## config.mk

```make
export PLATFORM = sky130hd
export DESIGN_NAME = lfsr_operand_sequencer
export DESIGN_NICKNAME = d
export VERILOG_FILES = /design/src/rtl/lfsr_operand_sequencer.sv
export SDC_FILE = /design/constraint.sdc
export NUM_CORES = 1
export LEC_CHECK = 0
export ABC_CLOCK_PERIOD_IN_PS = 4100
export BUFFER_PORTS_ARGS = -buffer_cell sky130_fd_sc_hd__buf_2
export CAP_MARGIN = 20
export CORE_AREA = 2 2 115 117
export CTS_CLUSTER_DIAMETER = 40
export DETAILED_ROUTE_END_ITERATION = 10
export DIE_AREA = 0 0 117 119
export SYNTH_ARGS = -nofsm -noshare
export SYNTH_HDL_FRONTEND = slang
export SYNTH_SLANG_ARGS = --single-unit
```

## constraint.sdc

```tcl
create_clock -name clk -period 4.1 [get_ports clk]
set_input_delay 0 -clock clk [delete_from_list [all_inputs] [get_ports clk]]
set_output_delay 0 -clock clk [all_outputs]
set_load 0.005 [all_outputs]
```

## src/rtl/lfsr_operand_sequencer.sv

```systemverilog
// Purpose: samples an upstream LFSR into operand pairs (A then B) and buffers them in a small FIFO for a multiplier.
// Latency: a pair pushed in GRAB_B appears at the FIFO head the next cycle; done pulses one cycle after the FIFO drains.
// Backpressure: op_valid/op_ready handshake; when the FIFO is full the FSM holds A in GRAB_B and discards B samples.
//
// Ports:
//   clk, rst            rising-edge clock, asynchronous active-high reset
//   lfsr_in             current upstream LFSR value
//   start, num_pairs    run request (IDLE only) and number of pairs to produce
//   op_valid/op_ready   head-of-FIFO handshake; op_a/op_b are the head pair (0 when empty)
//   busy, done          run in progress / one-cycle completion pulse
//   lock_err            sticky: an all-zero LFSR value was consumed during the run
module lfsr_operand_sequencer #(
    parameter int WIDTH = 8,
    parameter int DEPTH = 4
) (
    input  logic             clk,
    input  logic             rst,
    input  logic [WIDTH-1:0] lfsr_in,
    input  logic             start,
    input  logic [7:0]       num_pairs,
    output logic             op_valid,
    input  logic             op_ready,
    output logic [WIDTH-1:0] op_a,
    output logic [WIDTH-1:0] op_b,
    output logic             busy,
    output logic             done,
    output logic             lock_err
);
    localparam int AW = $clog2(DEPTH);

    typedef enum logic [2:0] {
        IDLE   = 3'd0,
        GRAB_A = 3'd1,
        GRAB_B = 3'd2,
        DRAIN  = 3'd3,
        FINISH = 3'd4
    } state_t;

    state_t           state;
    logic [WIDTH-1:0] a_hold;
    logic [7:0]       target;
    logic [7:0]       pushed;

    logic [WIDTH-1:0] mem_a [DEPTH];
    logic [WIDTH-1:0] mem_b [DEPTH];
    logic [AW-1:0]    wr_ptr;
    logic [AW-1:0]    rd_ptr;
    logic [AW:0]      count;

    logic fifo_empty;
    logic fifo_full;
    logic push;
    logic pop;

    assign fifo_empty = (count == '0);
    // Full is judged on the registered count, so a pop in the same cycle
    // never frees a slot for the push.
    assign fifo_full  = (count == (AW+1)'(DEPTH));
    assign push       = (state == GRAB_B) && !fifo_full;
    assign pop        = !fifo_empty && op_ready;

    assign op_valid = !fifo_empty;
    assign op_a     = fifo_empty ? '0 : mem_a[rd_ptr];
    assign op_b     = fifo_empty ? '0 : mem_b[rd_ptr];

    // Storage has no reset; the head is masked to zero whenever the FIFO is empty.
    always_ff @(posedge clk) begin
        if (push) begin
            mem_a[wr_ptr] <= a_hold;
            mem_b[wr_ptr] <= lfsr_in;
        end
    end

    always_ff @(posedge clk or posedge rst) begin
        if (rst) begin
            wr_ptr <= '0;
            rd_ptr <= '0;
            count  <= '0;
        end else begin
            if (push) begin
                wr_ptr <= wr_ptr + AW'(1);
            end
            if (pop) begin
                rd_ptr <= rd_ptr + AW'(1);
            end
            case ({push, pop})
                2'b10:   count <= count + (AW+1)'(1);
                2'b01:   count <= count - (AW+1)'(1);
                default: count <= count;
            endcase
        end
    end

    // Control FSM; busy and done are registered alongside the state.
    always_ff @(posedge clk or posedge rst) begin
        if (rst) begin
            state    <= IDLE;
            a_hold   <= '0;
            target   <= '0;
            pushed   <= '0;
            busy     <= 1'b0;
            done     <= 1'b0;
            lock_err <= 1'b0;
        end else begin
            done <= 1'b0;
            case (state)
                IDLE: begin
                    if (start) begin
                        target   <= num_pairs;
                        pushed   <= '0;
                        lock_err <= 1'b0;
                        busy     <= 1'b1;
                        if (num_pairs == 8'd0) begin
                            state <= FINISH;
                            done  <= 1'b1;
                        end else begin
                            state <= GRAB_A;
                        end
                    end
                end
                GRAB_A: begin
                    a_hold <= lfsr_in;
                    if (lfsr_in == '0) begin
                        lock_err <= 1'b1;
                    end
                    state <= GRAB_B;
                end
                GRAB_B: begin
                    // While full, stay here with A held; this B sample is dropped.
                    if (push) begin
                        pushed <= pushed + 8'd1;
                        if (lfsr_in == '0) begin
                            lock_err <= 1'b1;
                        end
                        if ((pushed + 8'd1) == target) begin
                            state <= DRAIN;
                        end else begin
                            state <= GRAB_A;
                        end
                    end
                end
                DRAIN: begin
                    if (fifo_empty) begin
                        state <= FINISH;
                        done  <= 1'b1;
                    end
                end
                FINISH: begin
                    state <= IDLE;
                    busy  <= 1'b0;
                end
                default: begin
                    state <= IDLE;
                    busy  <= 1'b0;
                end
            endcase
        end
    end

endmodule

```

==> After elaboration in Yosys (flattened, before gate mapping) <==
Memories as Yosys holds them, arrays and structs flattened.
Cells that the tools add are included.
{ "word_totals": {"mem_count": 2, "ramBits": 64, "in_bits": 20, "out_inout_bits": 20, "regBits": 37, "elab_cells": 69} }
{ "op_classes": {"reduce_logical": 17, "eq_ne": 10, "bitwise_logic": 1, "n_mux": 24, "addsub": 5} }
{ "mem_list": {"columns": ["name", "words", "word_bits", "read_ports", "rd_clocked_by_memory_dff", "write_ports", "line_no", "rtl"], "rows": [
  ["mem_a", 4, 8, 1, 0, 1, "44", "logic [WIDTH-1:0] mem_a [DEPTH];"],
  ["mem_b", 4, 8, 1, 0, 1, "45", "logic [WIDTH-1:0] mem_b [DEPTH];"]
]} }
{ "op_table": {"columns": ["cell", "count"], "rows": [
  ["$mux 8", 4],
  ["$logic_not 8->1", 2],
  ["$pmux 8 s2", 1],
  ["$mux 3", 4],
  ["$pmux 3 s4", 1],
  ["$mux 1", 9],
  ["$reduce_and 3->1", 3],
  ["$add 8x1->8 const B", 1],
  ["$eq 8x8->1", 1],
  ["$eq 3x2->1 const B", 2],
  ["$logic_not 3->1", 2],
  ["$ne 2x2->1 const B", 3],
  ["$pmux 3 s2", 1],
  ["$add 2x1->2 const B", 2],
  ["$pmux 1 s2", 2],
  ["$reduce_and 2->1", 2],
  ["$reduce_bool 2->1", 2],
  ["$add 3x1->3 const B", 1],
  ["$eq 3x1->1 const B", 1],
  ["$eq 3x3->1 const B", 1],
  ["$pmux 1 s3", 1],
  ["$reduce_bool 3->1", 1],
  ["$reduce_or 3->1", 1],
  ["$sub 3x1->3 const B", 1],
  ["6 further kinds", 8]
]} }

==> Longest topological paths before layout <==
{ "depth": {"depth_word": 5, "ltp_mapped": 10, "depth_no_buf": 9} }

==> Least setup slack after synthesis <==
Ideal clock, no wire load.
{ "synth_path": {"path_type": "reg2reg", "startpoint": "register state[1]", "endpoint": "register count[2]", "required_time_ns": 4.021, "arrival_time_ns": 1.945, "n_path_buf": 1, "slack_ns": 2.076, "setup_time_ns": 0.079, "period_less_slack_ns": 2.024, "stages_incl_launch_ff": 11, "path_cell_list": "dfrtp_1 -> buf_4 -> nor3b_2 -> a21boi_2 -> inv_2 -> ha_1 -> inv_1 -> fa_1 -> xor2_1 -> nor2_1 -> xor2_1"} }
{ "synth_via": {"elab_chain_cells": 4, "word_cells_on_any_way": 6, "cone_classes": "eq/ne (3); mux (1); reduce/logical (2)"} }
{ "synth_lines": {"columns": ["element", "line_no", "rtl"], "rows": [
  ["start: declaration", "39", "state_t state;"],
  ["start signal: assignment", "97", "state <= IDLE;"],
  ["start signal: assignment", "114", "state <= FINISH;"],
  ["start signal: assignment", "117", "state <= GRAB_A;"],
  ["$eq 3x2->1 *", "59", "assign push = (state == GRAB_B) && !fifo_full;"],
  ["$logic_and 1x1->1 *", "59", null],
  ["$eq 2x1->1 or $eq 2x2->1 (tied branches)", "86", "case ({push, pop})"],
  ["$pmux 3 s2 or $reduce_bool 2->1 (tied branches)", null, null],
  ["end signal: assignment", "87", "2'b10: count <= count + (AW+1)'(1);"],
  ["end signal: assignment", "88", "2'b01: count <= count - (AW+1)'(1);"],
  ["end signal: assignment", "89", "default: count <= count;"],
  ["end: declaration", "48", "logic [AW:0] count;"]
]} }
Every way passes the cells marked *; elsewhere a longest branch is shown, timed or not.
A chain may end at the register's enable or synchronous reset.

==> Final worst setup path <==
Ends and elaborated chain as after synthesis.

==> summary.md <==
| Metric | Value |
|---|---|
| Status | complete, no violations |
| Hold-fix buffers at CTS | 18 |
| Gr usage total | 0.128 |
| # rows | 42 |
| Routed Antenna Nets | 0 |
| Main flop type after synthesis | edfxtp_1 |
| RSZ-0062 raised after global routing | false |
| RR Startpoint | state[1] |
| Antenna Cells | 0 |
| Num CTS Buffers | 9 |
| Die height | 119 um |
| Hold depth | 3 |
| Syn. warnings | 0 |
| Tightest Pin Transition | 0.888 ns |
| Startpoint types | flop |
| Endpoint type of the worst setup path | flop |
| Pwr Total | 3.66 mW |
| Via density | 4.75 |
| Register area | 0.00285 mm^2 |
| Hold_sp | op_ready |
| Detailed Route Iter0 Violations | 164 |
| Req. time, crit path | 4.32 ns |
| Routed wire length | 8.31 mm |
| Pleak | 1.94 nW |
| Via count | 2496 |
| Filler instances | 1201 |
| Final setup vio count | 0 |
| Post-CTS Setup Repair Bufs | 0 |
| Drt wl/cell | 15.8 um |
| Port bufs | 39 |
| Asr flop ratio synth | 0.366 |
| Final Cycle Share | 0.623 |
| Max-slew violation count | 0 |
| Mapped Nets | 312 |
| Post-synthesis cell area | 0.00438 mm^2 |
| CTS tree | built |
| Crit. Startpoint | state[1] |
| Initial Utilization | 0.340 |
| Worst-path clk slew | 0.07 ns |
| Number of flops mapped to enable cells by yosys | 64 |
| Final hold violations | 0 |
| Root Buffer Master | clkbuf_16 |
| Setup_tns | 0 ns |
| Vias in the first global route | 2554 |
| Worst Path Class, Setup | flop to flop |
| Detail Placement HPWL | 5.46 mm |
| Resized Gates After CTS | 0 |
| Clk buf depth | 2 |
| Final net count | 371 |
| Initial antenna violation count | 0 |
| Worst Path Max Fanout | 14 |
| Multi-input logic area | 0.00143 mm^2 |
| DR pass1 iterations | 4 |
| Remaining Overflow, GRT | 0 |
| Hold WC Path Type | primary input to flop |
| Skew final | 0.00769 ns |
| Die X | 117 um |
| Slew headroom | 0.408 |
| Reg2Reg Depth | 9 |
| Pin count of the biggest net entering global routing | 38 |
| Die area | 0.0139 mm^2 |
| Cell count after synthesis | 285 |
| Arrival time worst endpoint | 2.77 ns |
| Syn avg cell area | 15.4 um^2 |
| Min Hold Slack | 0.0586 ns |
| Seq/Total Area, Yosys | 0.651 |
| Global-route wire length before repair | 13.3 mm |
| Clk sinks | 101 |
| Fin crit period | 2.56 ns |
| Routability cong. | 0.791 |
| DRC Markers | 0 |
| Core area | 0.0129 mm^2 |
| # Max-Cap Violations | 0 |
| Distinct cell type count after synthesis | 47 |
| CTS H-tree lvls | 3 |
| FF+latch count, synth | 101 |
| Pwr dens | 702 mW/mm^2 |
| Peak VDD IR | 320 uV |
| Clk Latency, worst-skew pair | 0.34 ns |
| I/O pin count | 40 |
| Share of cells above drive strength 1 | 0.278 |
| Fmax | 391 MHz |
| Area grow syn2layout | 19.2% |
==> kinds of logic after synthesis <==
| kind of cell | share of synthesized area |
|---|---|
| mux | 0.126 |
| flops | 0.651 |
| compound gates | 0.0509 |
| simple gates | 0.0969 |
| xor+xnor | 0.0320 |
| fa+ha+maj | 0.0217 |
| buf+inv | 0.0217 |
==> state kept, by name, summed over array words and instances (netlist names) <==
| register | cells |
|---|---|
| lock_err | 1 |
| done | 1 |
| state | 3 |
| mem_a | 32 |
| wr_ptr | 2 |
| target | 8 |
| a_hold | 8 |
| mem_b | 32 |
| count | 3 |
| busy | 1 |
| rd_ptr | 2 |
| pushed | 8 |
==> cell usage in the layout (no fill, tap or decap), drive strengths merged, types with 2 or more instances in the layout <==
master | netlist | final
a31oi | 2 | 2
nand3 | 6 | 6
edfxtp | 64 | 64
and2 | 24 | 24
mux2 | 16 | 16
dfrtp | 37 | 37
nand2b | 2 | 2
and3 | 2 | 2
nor3 | 3 | 3
nand2 | 11 | 11
o21ai | 13 | 13
nor2 | 19 | 19
buf | 7 | 41
xor2 | 4 | 4
ha | 6 | 6
dlygate4sd3 | 0 | 18
nor4 | 2 | 2
xnor2 | 12 | 12
a21oi | 5 | 5
o31ai | 2 | 2
inv | 9 | 13
mux4 | 16 | 16
clkbuf | 4 | 10
==> through the flow <==
stage          instance area [um^2]   util  setup WS, ns  instances
2_1_floorplan                  4380      -          2.08        285
3_3_place_gp                   4740  0.369          1.65        491
3_5_place_dp                   4740  0.369          1.52        491
4_1_cts                        5220  0.405          1.51        525
5_1_grt                        5220  0.405          1.28        525
6_report                       5220  0.405          1.54        525
==> synth_stat cells, drive strengths merged, types with 3 or more instances <==
master  count  share of area
edfxtp     64           0.44
dfrtp      37           0.21
and2       24          0.034
nor2       19          0.017
mux2       16          0.041
mux4       16          0.082
o21ai      13          0.015
xnor2      12          0.024
nand2      11         0.0094
inv         9         0.0077
buf         7          0.011
ha          6          0.017
nand3       6         0.0069
a21oi       5         0.0057
clkbuf      4         0.0034
xor2        4         0.0080
nor3        3         0.0034
==> layout make-up <==
class	count	area share
timing repair buffer	59	0.0748
clock buffer	10	0.0458
tap	176	0.0422
clock inverter	6	0.0101
multi-input combinational	164	0.275
sequential	101	0.546
inverter	9	0.00648
==> worst max-delay path: stages (launching register included) <==
cell and delay, ns:
dfrtp_1 0.55, nor3b_2 0.27, a21boi_2 0.52, inv_2 0.22, ha_1 0.29, inv_1 0.07, fa_1 0.17, xor2_1 0.15
nor2_1 0.06, xor2_1 0.14
==> layer usage <==
layer	up-vias	GRT usage	wire length [um]	part of all wire
met5	-	0	0	0
met4	0	0.0375	101	0.012
met3	7	0.0316	283	0.034
met2	58	0.219	4220	0.51
met1	1252	0.161	3710	0.45
li1	1179	-	-	-
==> worst paths after layout <==
check                             to  slack (ns)
max                         count[2]        1.54
min                        rd_ptr[0]        0.06
max reg2reg                 count[2]        1.54
min reg2reg                rd_ptr[0]        0.50
max in group asynchronous  rd_ptr[1]        3.43
min in group asynchronous  a_hold[5]        0.31
==> power breakdown <==
| group | leakage [nW] | switching, mW | total [mW] | internal [mW] |
|---|---|---|---|---|
| Clock | 0.143 | 0.385 | 0.826 | 0.440 |
| Combinational | 0.763 | 0.568 | 1.20 | 0.633 |
| Sequential | 1.04 | 0.229 | 1.64 | 1.41 |
| Total | 1.94 | 1.18 | 3.66 | 2.48 |
Power figures use the tool's default switching activity.
